[config.mk]
export PLATFORM = sky130hd
export DESIGN_NAME = br_resolve_unit_flat
export DESIGN_NICKNAME = d
export VERILOG_FILES = /design/src/rtl/br_resolve_unit_if.sv /design/src/rtl/br_resolve_unit.sv /design/src/flat_wrapper.sv
export SDC_FILE = /design/constraint.sdc
export NUM_CORES = 1
export LEC_CHECK = 0
export CORE_UTILIZATION = 59
export CTS_CLUSTER_DIAMETER = 50
export DETAILED_ROUTE_END_ITERATION = 16
export PLACE_DENSITY_LB_ADDON = 0.25
export REMOVE_ABC_BUFFERS = 1
export SLEW_MARGIN = 20
export SYNTH_ARGS = -nofsm -noshare
export SYNTH_HDL_FRONTEND = slang
export SYNTH_SLANG_ARGS = --single-unit
[constraint.sdc]
create_clock -name CLK -period 9.2 [get_ports CLK]
set_input_delay 2.3 -clock CLK [delete_from_list [all_inputs] [get_ports CLK]]
set_output_delay 2.3 -clock CLK [all_outputs]
set_load 0.01 [all_outputs]
[src/rtl/br_resolve_unit_if.sv]
// ----------------------------------------------------------------------------
// br_resolve_unit_if
//  Bundles the fetch-side push port, the execute-side resolve port and the
//  predictor-update / flush outputs of br_resolve_unit.
//  master : the pipeline side (drives push_* and res_*, observes the rest)
//  slave  : br_resolve_unit itself
//  Signals:
//   push_valid/push_index/push_pred_taken/push_pred_target/push_fallthru
//                                   branch recorded at fetch
//   full/empty                      FIFO occupancy flags
//   res_valid/res_taken/res_target  outcome of the oldest branch from execute
//   upd_valid/upd_index/upd_taken/upd_target
//                                   predictor table update
//   flush/redirect_pc               wrong-path kill and fetch redirect
// ----------------------------------------------------------------------------
interface br_resolve_unit_if #(
   parameter int IDX_W = 3
);
   logic             push_valid;
   logic [IDX_W-1:0] push_index;
   logic             push_pred_taken;
   logic [31:0]      push_pred_target;
   logic [31:0]      push_fallthru;
   logic             full;
   logic             empty;
   logic             res_valid;
   logic             res_taken;
   logic [31:0]      res_target;
   logic             upd_valid;
   logic [IDX_W-1:0] upd_index;
   logic             upd_taken;
   logic [31:0]      upd_target;
   logic             flush;
   logic [31:0]      redirect_pc;

   modport master (
      output push_valid, push_index, push_pred_taken, push_pred_target, push_fallthru,
      output res_valid, res_taken, res_target,
      input  full, empty,
      input  upd_valid, upd_index, upd_taken, upd_target,
      input  flush, redirect_pc
   );

   modport slave (
      input  push_valid, push_index, push_pred_taken, push_pred_target, push_fallthru,
      input  res_valid, res_taken, res_target,
      output full, empty,
      output upd_valid, upd_index, upd_taken, upd_target,
      output flush, redirect_pc
   );
endinterface

[src/rtl/br_resolve_unit.sv]
// ----------------------------------------------------------------------------
// br_resolve_unit
//  Resolution-side partner of the branch predictor. Each predicted branch is
//  recorded at fetch in a small in-order FIFO; when execute resolves the
//  oldest branch, the head entry is checked against the real outcome and the
//  predictor update, pipeline flush and fetch redirect are produced one cycle
//  later.
//  Ports:
//   CLK             clock, rising edge
//   nRST            asynchronous reset, active-low
//   bus             br_resolve_unit_if.slave (push, resolve, update, flush)
//   orphan_err      sticky: a resolve arrived while the FIFO was empty
//   mispredict_cnt  saturating count of mispredictions
// ----------------------------------------------------------------------------
module br_resolve_unit #(
   parameter int DEPTH = 4,
   parameter int IDX_W = 3,
   parameter int CNT_W = 16
) (
   input  logic              CLK,
   input  logic              nRST,
   br_resolve_unit_if.slave  bus,
   output logic              orphan_err,
   output logic [CNT_W-1:0]  mispredict_cnt
);

   localparam int PTR_W = $clog2(DEPTH);
   localparam logic [PTR_W:0] COUNT_FULL = (PTR_W+1)'(DEPTH);

   logic [IDX_W-1:0] fifo_index       [DEPTH];
   logic             fifo_pred_taken  [DEPTH];
   logic [31:0]      fifo_pred_target [DEPTH];
   logic [31:0]      fifo_fallthru    [DEPTH];

   logic [PTR_W-1:0] wr_ptr;
   logic [PTR_W-1:0] rd_ptr;
   logic [PTR_W:0]   count;

   logic             full;
   logic             empty;
   logic             pop;
   logic             push_ok;
   logic             mispredict;

   logic             upd_valid;
   logic [IDX_W-1:0] upd_index;
   logic             upd_taken;
   logic [31:0]      upd_target;
   logic             flush;
   logic [31:0]      redirect_pc;

   assign full  = (count == COUNT_FULL);
   assign empty = (count == '0);

   // A pop always consumes the head. A mispredicted pop throws away every
   // younger entry, so a push in that same cycle is wrong-path and is dropped.
   // Push into a full FIFO is allowed only when the head leaves this cycle.
   always_comb begin
      pop        = bus.res_valid & ~empty;
      mispredict = 1'b0;
      if (pop) begin
         if (bus.res_taken != fifo_pred_taken[rd_ptr])
            mispredict = 1'b1;
         else if (bus.res_taken && (bus.res_target != fifo_pred_target[rd_ptr]))
            mispredict = 1'b1;
      end
      push_ok = bus.push_valid & (~full | pop) & ~mispredict;
   end

   // Entry storage needs no reset: only entries between rd_ptr and wr_ptr
   // are ever read.
   always_ff @(posedge CLK) begin
      if (push_ok) begin
         fifo_index[wr_ptr]       <= bus.push_index;
         fifo_pred_taken[wr_ptr]  <= bus.push_pred_taken;
         fifo_pred_target[wr_ptr] <= bus.push_pred_target;
         fifo_fallthru[wr_ptr]    <= bus.push_fallthru;
      end
   end

   // Pointers wrap naturally because DEPTH is a power of two.
   always_ff @(posedge CLK or negedge nRST) begin
      if (!nRST) begin
         wr_ptr <= '0;
         rd_ptr <= '0;
         count  <= '0;
      end else if (mispredict) begin
         rd_ptr <= wr_ptr;
         count  <= '0;
      end else begin
         if (pop)
            rd_ptr <= rd_ptr + 1'b1;
         if (push_ok)
            wr_ptr <= wr_ptr + 1'b1;
         case ({push_ok, pop})
            2'b10:   count <= count + 1'b1;
            2'b01:   count <= count - 1'b1;
            default: count <= count;
         endcase
      end
   end

   // Update, flush and redirect are registered; upd_* and redirect_pc keep
   // their last value between events.
   always_ff @(posedge CLK or negedge nRST) begin
      if (!nRST) begin
         upd_valid      <= 1'b0;
         upd_index      <= '0;
         upd_taken      <= 1'b0;
         upd_target     <= '0;
         flush          <= 1'b0;
         redirect_pc    <= '0;
         orphan_err     <= 1'b0;
         mispredict_cnt <= '0;
      end else begin
         upd_valid <= pop;
         flush     <= mispredict;
         if (pop) begin
            upd_index  <= fifo_index[rd_ptr];
            upd_taken  <= bus.res_taken;
            upd_target <= bus.res_target;
         end
         if (mispredict) begin
            redirect_pc <= bus.res_taken ? bus.res_target : fifo_fallthru[rd_ptr];
            if (mispredict_cnt != '1)
               mispredict_cnt <= mispredict_cnt + 1'b1;
         end
         if (bus.res_valid && empty)
            orphan_err <= 1'b1;
      end
   end

   assign bus.full        = full;
   assign bus.empty       = empty;
   assign bus.upd_valid   = upd_valid;
   assign bus.upd_index   = upd_index;
   assign bus.upd_taken   = upd_taken;
   assign bus.upd_target  = upd_target;
   assign bus.flush       = flush;
   assign bus.redirect_pc = redirect_pc;

endmodule

[src/flat_wrapper.sv]
// flat-port wrapper written by rule: the top's interface ports become plain ports
module br_resolve_unit_flat 
#(
   parameter int DEPTH = 4,
   parameter int IDX_W = 3,
   parameter int CNT_W = 16
)
  (CLK, nRST, orphan_err, mispredict_cnt, bus_push_valid, bus_push_index, bus_push_pred_taken, bus_push_pred_target, bus_push_fallthru, bus_res_valid, bus_res_taken, bus_res_target, bus_full, bus_empty, bus_upd_valid, bus_upd_index, bus_upd_taken, bus_upd_target, bus_flush, bus_redirect_pc);
  br_resolve_unit_if #(.IDX_W(IDX_W)) bus_i ();
  input  logic CLK;
  input  logic nRST;
  output logic orphan_err;
  output logic [CNT_W-1:0] mispredict_cnt;
  input wire logic [$bits(bus_i.push_valid)-1:0] bus_push_valid;
  input wire logic [$bits(bus_i.push_index)-1:0] bus_push_index;
  input wire logic [$bits(bus_i.push_pred_taken)-1:0] bus_push_pred_taken;
  input wire logic [$bits(bus_i.push_pred_target)-1:0] bus_push_pred_target;
  input wire logic [$bits(bus_i.push_fallthru)-1:0] bus_push_fallthru;
  input wire logic [$bits(bus_i.res_valid)-1:0] bus_res_valid;
  input wire logic [$bits(bus_i.res_taken)-1:0] bus_res_taken;
  input wire logic [$bits(bus_i.res_target)-1:0] bus_res_target;
  output wire logic [$bits(bus_i.full)-1:0] bus_full;
  output wire logic [$bits(bus_i.empty)-1:0] bus_empty;
  output wire logic [$bits(bus_i.upd_valid)-1:0] bus_upd_valid;
  output wire logic [$bits(bus_i.upd_index)-1:0] bus_upd_index;
  output wire logic [$bits(bus_i.upd_taken)-1:0] bus_upd_taken;
  output wire logic [$bits(bus_i.upd_target)-1:0] bus_upd_target;
  output wire logic [$bits(bus_i.flush)-1:0] bus_flush;
  output wire logic [$bits(bus_i.redirect_pc)-1:0] bus_redirect_pc;
  assign bus_i.push_valid = bus_push_valid;
  assign bus_i.push_index = bus_push_index;
  assign bus_i.push_pred_taken = bus_push_pred_taken;
  assign bus_i.push_pred_target = bus_push_pred_target;
  assign bus_i.push_fallthru = bus_push_fallthru;
  assign bus_i.res_valid = bus_res_valid;
  assign bus_i.res_taken = bus_res_taken;
  assign bus_i.res_target = bus_res_target;
  assign bus_full = bus_i.full;
  assign bus_empty = bus_i.empty;
  assign bus_upd_valid = bus_i.upd_valid;
  assign bus_upd_index = bus_i.upd_index;
  assign bus_upd_taken = bus_i.upd_taken;
  assign bus_upd_target = bus_i.upd_target;
  assign bus_flush = bus_i.flush;
  assign bus_redirect_pc = bus_i.redirect_pc;
  br_resolve_unit #(.DEPTH(DEPTH), .IDX_W(IDX_W), .CNT_W(CNT_W)) u_core (.CLK(CLK), .nRST(nRST), .bus(bus_i), .orphan_err(orphan_err), .mispredict_cnt(mispredict_cnt));
endmodule
# [Word-level counts from Yosys, hierarchy flattened]
# Memory sizes are Yosys's and may differ from the RTL's. A register that Yosys moved wholly into a read port is not among the register bits.
# Index checks and enable logic that the tools add are counted.
# Widths: inputs -> output; s select.
[word_totals] regBits=91 ram_bits=272 inputBits=105 out_inout_bits=89 n_memories=4
[mem_list] memory="u_core.fifo_fallthru" depth=4 width=32 rd=1 rd_ports_with_merged_regs=0 write_ports=1 line="br_resolve_unit.sv:33" source="logic [31:0] fifo_fallthru [DEPTH];"
[mem_list] memory="u_core.fifo_pred_target" depth=4 width=32 rd=1 rd_ports_with_merged_regs=0 write_ports=1 line="br_resolve_unit.sv:32" source="logic [31:0] fifo_pred_target [DEPTH];"
[mem_list] memory="u_core.fifo_index" depth=4 width=3 rd=1 rd_ports_with_merged_regs=1 write_ports=1 line="br_resolve_unit.sv:30" source="logic [IDX_W-1:0] fifo_index [DEPTH];"
[mem_list] memory="u_core.fifo_pred_taken" depth=4 width=1 rd=1 rd_ports_with_merged_regs=0 write_ports=1 line="br_resolve_unit.sv:31" source="logic fifo_pred_taken [DEPTH];"
[op_classes] n_addsub=5 n_eq_ne=6 muxes=10 bitwise=7 reduce_logical=8
[ops] op="$mux 32" count=1
[ops] op="$ne 32x32->1" count=1
[ops] op="$add 16x1->16 const B" count=1
[ops] op="$ne 16x16->1 const B" count=1
[ops] op="$pmux 3 s2" count=1
[ops] op="$mux 1" count=5
[ops] op="$add 2x1->2 const B" count=2
[ops] op="$mux 2" count=2
[ops] op="$reduce_and 2->1" count=2
[ops] op="$add 3x1->3 const B" count=1
[ops] op="$and 1x1->1" count=3
[ops] op="$eq 3x3->1 const B" count=1
[ops] op="$logic_not 3->1" count=1
[ops] op="$mux 3" count=1
[ops] op="$not 1->1" count=3
[ops] op="$reduce_bool 3->1" count=1
[ops] op="$sub 3x1->3 const B" count=1
[ops] op="$eq 2x1->1 const B" count=1
[ops] op="$eq 2x2->1 const B" count=1
[ops] op="$logic_and 1x1->1" count=2
[ops] op="$reduce_bool 2->1" count=1
[ops] op="$logic_not 1->1" count=1
[ops] op="$ne 1x1->1" count=1
[ops] op="$or 1x1->1" count=1

# [Depth between registers and ports, before layout]
# An unclocked memory read counts as a cell.
[logic_depth] depth_word=11 ltp_mapped=16 mapped_depth_nobuf=13

# [Worst setup path before layout]
# OpenSTA, ideal clock, no wires.
[synth_timing] path_type="input port to flip-flop" start="input port bus_res_taken" end="memory u_core.fifo_fallthru[0][0], enable pin" setup_ps=433 t_arrival_ps=5156 t_required_ps=8767 slack_ps=3611 cell_stages=7 path_buffers=1 cell_sequence="clkbuf_1 o221a_2 nand4_1 nor4_2 nand4_2 a21boi_2 and2_1"
[synth_between] elab_chain_len=8
[synth_rtl] element="start: declaration" line="flat_wrapper.sv:20" source="input wire logic [$bits(bus_i.res_taken)-1:0] bus_res_taken;"
[synth_rtl] element="$logic_and 1x1->1" line="br_resolve_unit.sv:64" source="else if (bus.res_taken && (bus.res_target != fifo_pred_target[rd_ptr]))"
[synth_rtl] element="$mux 1" line="br_resolve_unit.sv:64"
[synth_rtl] element="$mux 1 *" line="br_resolve_unit.sv:62" source="if (bus.res_taken != fifo_pred_taken[rd_ptr])"
[synth_rtl] element="$mux 1 *" line="br_resolve_unit.sv:61" source="if (pop) begin"
[synth_rtl] element="$not 1->1 *" line="br_resolve_unit.sv:67" source="push_ok = bus.push_valid & (~full | pop) & ~mispredict;"
[synth_rtl] element="$and 1x1->1 *" line="br_resolve_unit.sv:67"
[synth_rtl] element="$mux 1 *" line="br_resolve_unit.sv:73" source="if (push_ok) begin"
[synth_rtl] element="$mux 1 (not written as such) *" line="br_resolve_unit.sv:77" source="fifo_fallthru[wr_ptr] <= bus.push_fallthru;"
[synth_rtl] element="end: declaration" line="br_resolve_unit.sv:33"
# Mark *: on every way between the ends. The rest lies on a longest branch, timed or not.

# [Worst setup path after layout]
[layout_timing] start="input port bus_res_target[4]" end="register u_core.mispredict_cnt[14]"
[layout_between] elab_chain_len=6
[layout_rtl] element="start: declaration" line="flat_wrapper.sv:21" source="input wire logic [$bits(bus_i.res_target)-1:0] bus_res_target;"
[layout_rtl] element="$ne 32x32->1" line="br_resolve_unit.sv:64"
[layout_rtl] element="$logic_and 1x1->1" line="br_resolve_unit.sv:64"
[layout_rtl] element="$mux 1" line="br_resolve_unit.sv:64"
[layout_rtl] element="$mux 1" line="br_resolve_unit.sv:62"
[layout_rtl] element="$mux 1" line="br_resolve_unit.sv:61"
[layout_rtl] element="$reduce_and 2->1 (no line)"
[layout_rtl] element="end signal: assignment" line="br_resolve_unit.sv:126" source="mispredict_cnt <= mispredict_cnt + 1'b1;"
[layout_rtl] element="end: declaration" line="br_resolve_unit.sv:24" source="output logic [CNT_W-1:0] mispredict_cnt"
# Every way passes these cells.
# A chain may end at the register's enable or synchronous reset.

==> results.json <==
{
  "postLayoutSetupSlackWorst_ns": 4.02,
  "min_from": "u_core.bus.upd_target[30]",
  "clock_latency_ns": 0.53,
  "synth_area_per_cell_sq_um": 16.9,
  "htreeDepth": 2,
  "preCtsSetupSlack_ns": 3.55,
  "yosysWarnings": 0,
  "detail_route.wirelength_mm": 32.7,
  "worst_ep_required_time_ns": 9.56,
  "vdd.ir_drop.worst_v": 0.000192,
  "rr_endpoint": "u_core.count[2]",
  "core_area_sq_um": 24400,
  "dp_hpwl_mm": 18.6,
  "cts_hold_buffers": 0,
  "antenna_violating_nets_left": 0,
  "die_height_um": 160,
  "number_of_enable_flip_flop_cells_after_synthesis": 272,
  "fmaxAchievable_mhz": 193,
  "synthDistinctLibCells": 47,
  "setup_repair_after_global_routing_missed_its_margin": "no",
  "finalNonFillerCells": 1418,
  "power_mw": 5.63,
  "cts_tree": "yes",
  "clk_pin_slew_worst_setup_hold_paths_ns": 0.06,
  "detailedRoute.firstIterationViolations": 639,
  "clockRootBuffer": "sky130_fd_sc_hd__clkbuf_16",
  "critical_path.most_common_cell": "sky130_fd_sc_hd__buf_4",
  "finalCriticalPeriod_ns": 5.18,
  "run_status": "completed",
  "horizontal_die_dimension_um": 160,
  "grt_use_total_pct": 26.4,
  "crit_path_max_incr_delay_ns": 0.55,
  "detailedRoute.firstPassIterationCount": 5,
  "area_delta_synth_final_pct": 23.2,
  "cts_resized": 0,
  "placedCellCount": 1349,
  "cap_viol_max_count": 0,
  "synth_top_flop_cell": "sky130_fd_sc_hd__edfxtp_1",
  "min_period_over_period_pct": 56.4,
  "fin_tns_setup_ns": 0,
  "critPathMaxFanout": 49,
  "place.port_buffers": 193,
  "worst_clock_skew_ns": 0.0214,
  "number_of_hold_violations_in_the_final_report": 0,
  "hold_path.class": "reg2reg",
  "floorplan.initialDensity_pct": 60.2,
  "timing.reg2reg.worst_path_depth": 14,
  "sequential_cell_area_sq_um": 10500,
  "r2r_slack_ns": 4.34,
  "leakagePower_nw": 6.58,
  "setup_violations": 0,
  "via_per_inst": 5.94,
  "synth-seq-area-share_pct": 71.7,
  "async_reset_ff_share_pct": 25.7,
  "cp_cell_sequence": "clkdlybuf4s50_1, xor2_1, o21ai_0, nor4_2, nand4_4, buf_4, and2_2, buf_4, a41oi_1",
  "cp_num_buf_inv": 3,
  "slew_violations": 0,
  "gp_congestion": 0.729,
  "wl_per_cell_um": 23.1,
  "final_nets": 1177,
  "worstPathArrival_ns": 5.54,
  "antenna_violations_before_repair": 1,
  "grt_first_pass_wirelength_mm": 50.0,
  "post_cts_setup_buffers": 0,
  "netlist_area_sq_um": 14700,
  "die_area_sq_um": 25500,
  "timing.critical_path.slowest_stage_cell": "sky130_fd_sc_hd__buf_4",
  "cts-buffers-inserted": 38,
  "cts-root-to-sink-buffers": 3,
  "timing.critical_path.to_type": "flip-flop",
  "timing.max_slew.rel_slack_pct": 28.1,
  "critical_path.top_delay_family": "buffers and inverters",
  "worstSetupEndpoint": "u_core.mispredict_cnt[14]",
  "tightestPinTransition_ns": 1.08,
  "sink_count_of_the_clock_tree": 366,
  "power.density_cell_area_nw_per_um2": 312,
  "area_used_by_multi_input_combinational_logic_sq_um": 3920,
  "diodes_inserted": 0,
  "filler_cell_count": 1505,
  "critPathKind": "in2reg",
  "floorplan.rows": 57,
  "postSynthRegisterBits": 366,
  "critical_path.startpoint": "bus_res_target[4]",
  "r2r_start": "u_core.rd_ptr[0]",
  "worst_setup_path_start_kind": "primary input",
  "drive_above_1_share_pct": 15.4,
  "syn_inst": 866,
  "cp.depth": 9,
  "largest_net_degree_at_the_start_of_global_routing": 69,
  "grt_pass1_vias": 8664,
  "grt-ovfl-total": 0,
  "vias": 8422,
  "postLayoutCoreUtil_pct": 74.1,
  "detail_route.drc_violations": 0,
  "io-pin-count": 194
}
-- power by group --
group / internal (mW) / switching, mW / total, mW
Combinational: 0.843 / 0.879 / 1.72
Sequential: 2.20 / 0.235 / 2.44
Clock: 0.857 / 0.617 / 1.47
-- area by class of cell --
cell class	instances	share of cell area (%)
Sequential cell	366	58.2
Clock inverter	17	0.824
Clock buffer	52	5.78
Inverter	11	0.228
Tap cell	324	2.24
Timing Repair Buffer	202	11.0
Multi-Input combinational cell	446	21.7
-- metrics by stage --
stage	hold slack [ns]	instance area (sq um)
finish	0.472	18100
global route	0.491	18100
CTS	0.477	18100
detailed placement	0.462	16900
global placement	0.440	16900
floorplan	0.493	14500
-- metal layers --
layer / up-vias / global-route usage [%] / wire length (um)
met5: - / 0 / 17
met4: 2 / 7.34 / 684
met3: 61 / 4.94 / 2120
met2: 347 / 45.2 / 16900
met1: 4324 / 34.8 / 13000
li1: 3688 / - / -
-- cell families (layout without fill, tap and decap cells) --
group,after synthesis,in the layout,synth area share [%]
AOI/OAI and AO/OA,91,91,4.23
xor gates and xnor gates,51,51,3.04
adders and majority gates,7,7,0.648
buffers and inverters,54,282,1.81
DFF,366,366,71.7
muxes,117,117,13.0
and+or+nand+nor,180,180,5.55
-- flip-flops by register name, indices dropped and copies added, names as in the netlist --
register and flops:
u_core.bus.upd_target 32, u_core.bus.upd_taken 1, u_core.fifo_pred_target 128, u_core.orphan_err 1, u_core.bus.upd_valid 1, u_core.mispredict_cnt 16, u_core.wr_ptr 2, u_core.bus.upd_index 3
u_core.bus.flush 1, u_core.fifo_pred_taken 4, u_core.rd_ptr 2, u_core.bus.redirect_pc 32, u_core.count 3, u_core.fifo_fallthru 128, u_core.fifo_index 12
-- how the worst min path moves through the flow --
stage                                     end  cells after the start
floorplan                   u_core.orphan_err                      1
global placement            u_core.orphan_err                      1
detailed placement  u_core.bus.upd_target[30]                      2
CTS                 u_core.bus.upd_target[30]                      2
global route        u_core.bus.upd_target[12]                      2
finish              u_core.bus.upd_target[30]                      2
-- synthesized netlist by cell type (2+ instances only) --
library cell,count,area (sq um)
sky130_fd_sc_hd__a22oi_1,3,22.5
sky130_fd_sc_hd__a31oi_1,2,12.5
sky130_fd_sc_hd__xnor2_1,36,315
sky130_fd_sc_hd__mux2_2,2,22.5
sky130_fd_sc_hd__and2_1,8,50.1
sky130_fd_sc_hd__o21ai_0,4,20.0
sky130_fd_sc_hd__buf_6,5,56.3
sky130_fd_sc_hd__nand3_1,15,75.1
sky130_fd_sc_hd__clkbuf_1,18,67.6
sky130_fd_sc_hd__nand4_1,14,87.6
sky130_fd_sc_hd__a21oi_1,42,210
sky130_fd_sc_hd__ha_1,6,75.1
sky130_fd_sc_hd__a21oi_2,26,228
sky130_fd_sc_hd__nor2_1,11,41.3
sky130_fd_sc_hd__a2bb2oi_1,2,17.5
sky130_fd_sc_hd__edfxtp_1,272,8170
sky130_fd_sc_hd__inv_1,11,41.3
sky130_fd_sc_hd__a41oi_1,2,17.5
sky130_fd_sc_hd__buf_2,11,55.1
sky130_fd_sc_hd__nand2b_1,4,25.0
sky130_fd_sc_hd__and3_1,9,56.3
sky130_fd_sc_hd__dfrtp_1,94,2350
sky130_fd_sc_hd__buf_1,6,22.5
sky130_fd_sc_hd__xor2_1,15,131
sky130_fd_sc_hd__buf_4,3,22.5
sky130_fd_sc_hd__mux4_2,59,1330
sky130_fd_sc_hd__nand2_1,112,420
sky130_fd_sc_hd__mux2i_1,55,551
-- worst register-to-register path, cell delays in order, from the launching register on --
cell and delay [ns]:
sky130_fd_sc_hd__dfrtp_4 0.83, sky130_fd_sc_hd__buf_4 0.76, sky130_fd_sc_hd__mux4_2 0.62, sky130_fd_sc_hd__xnor2_1 0.32, sky130_fd_sc_hd__nand2_1 0.17, sky130_fd_sc_hd__nor4_2 0.33, sky130_fd_sc_hd__nand4_4 0.14, sky130_fd_sc_hd__a21boi_2 0.33
sky130_fd_sc_hd__inv_1 0.08, sky130_fd_sc_hd__ha_1 0.26, sky130_fd_sc_hd__fa_1 0.43, sky130_fd_sc_hd__xnor2_1 0.21, sky130_fd_sc_hd__nor2_1 0.07, sky130_fd_sc_hd__xnor2_1 0.13, sky130_fd_sc_hd__nor2_1 0.05
-- cells in the final DEF (no fill, tap or decap), types with 2 or more instances in the layout --
cell type / synthesis / final
sky130_fd_sc_hd__clkbuf_1: 18 / 11
sky130_fd_sc_hd__a21oi_2: 26 / 26
sky130_fd_sc_hd__nand2b_1: 4 / 3
sky130_fd_sc_hd__clkinv_2: 0 / 8
sky130_fd_sc_hd__dfrtp_4: 0 / 2
sky130_fd_sc_hd__inv_1: 11 / 10
sky130_fd_sc_hd__mux2i_1: 55 / 55
sky130_fd_sc_hd__nand4_1: 14 / 14
sky130_fd_sc_hd__mux2_2: 2 / 2
sky130_fd_sc_hd__clkbuf_8: 0 / 2
sky130_fd_sc_hd__a21oi_1: 42 / 42
sky130_fd_sc_hd__bufinv_16: 0 / 2
sky130_fd_sc_hd__clkinvlp_4: 0 / 2
sky130_fd_sc_hd__clkbuf_16: 0 / 39
sky130_fd_sc_hd__xnor2_1: 36 / 36
sky130_fd_sc_hd__xor2_1: 15 / 15
sky130_fd_sc_hd__buf_4: 3 / 10
sky130_fd_sc_hd__nand3_1: 15 / 15
sky130_fd_sc_hd__mux4_2: 59 / 59
sky130_fd_sc_hd__nor2_1: 11 / 10
sky130_fd_sc_hd__a22oi_1: 3 / 3
sky130_fd_sc_hd__clkdlybuf4s50_1: 0 / 191
sky130_fd_sc_hd__a2bb2oi_1: 2 / 2
sky130_fd_sc_hd__and3_1: 9 / 9
sky130_fd_sc_hd__o21ai_0: 4 / 4
sky130_fd_sc_hd__inv_6: 0 / 2
sky130_fd_sc_hd__nand2_1: 112 / 112
sky130_fd_sc_hd__edfxtp_1: 272 / 272
sky130_fd_sc_hd__clkinv_1: 0 / 2
sky130_fd_sc_hd__dfrtp_1: 94 / 92
sky130_fd_sc_hd__and2_4: 0 / 4
sky130_fd_sc_hd__and2_1: 8 / 3
sky130_fd_sc_hd__a41oi_1: 2 / 2
sky130_fd_sc_hd__ha_1: 6 / 6
sky130_fd_sc_hd__a31oi_1: 2 / 2
(Power assumes the default switching activity.)
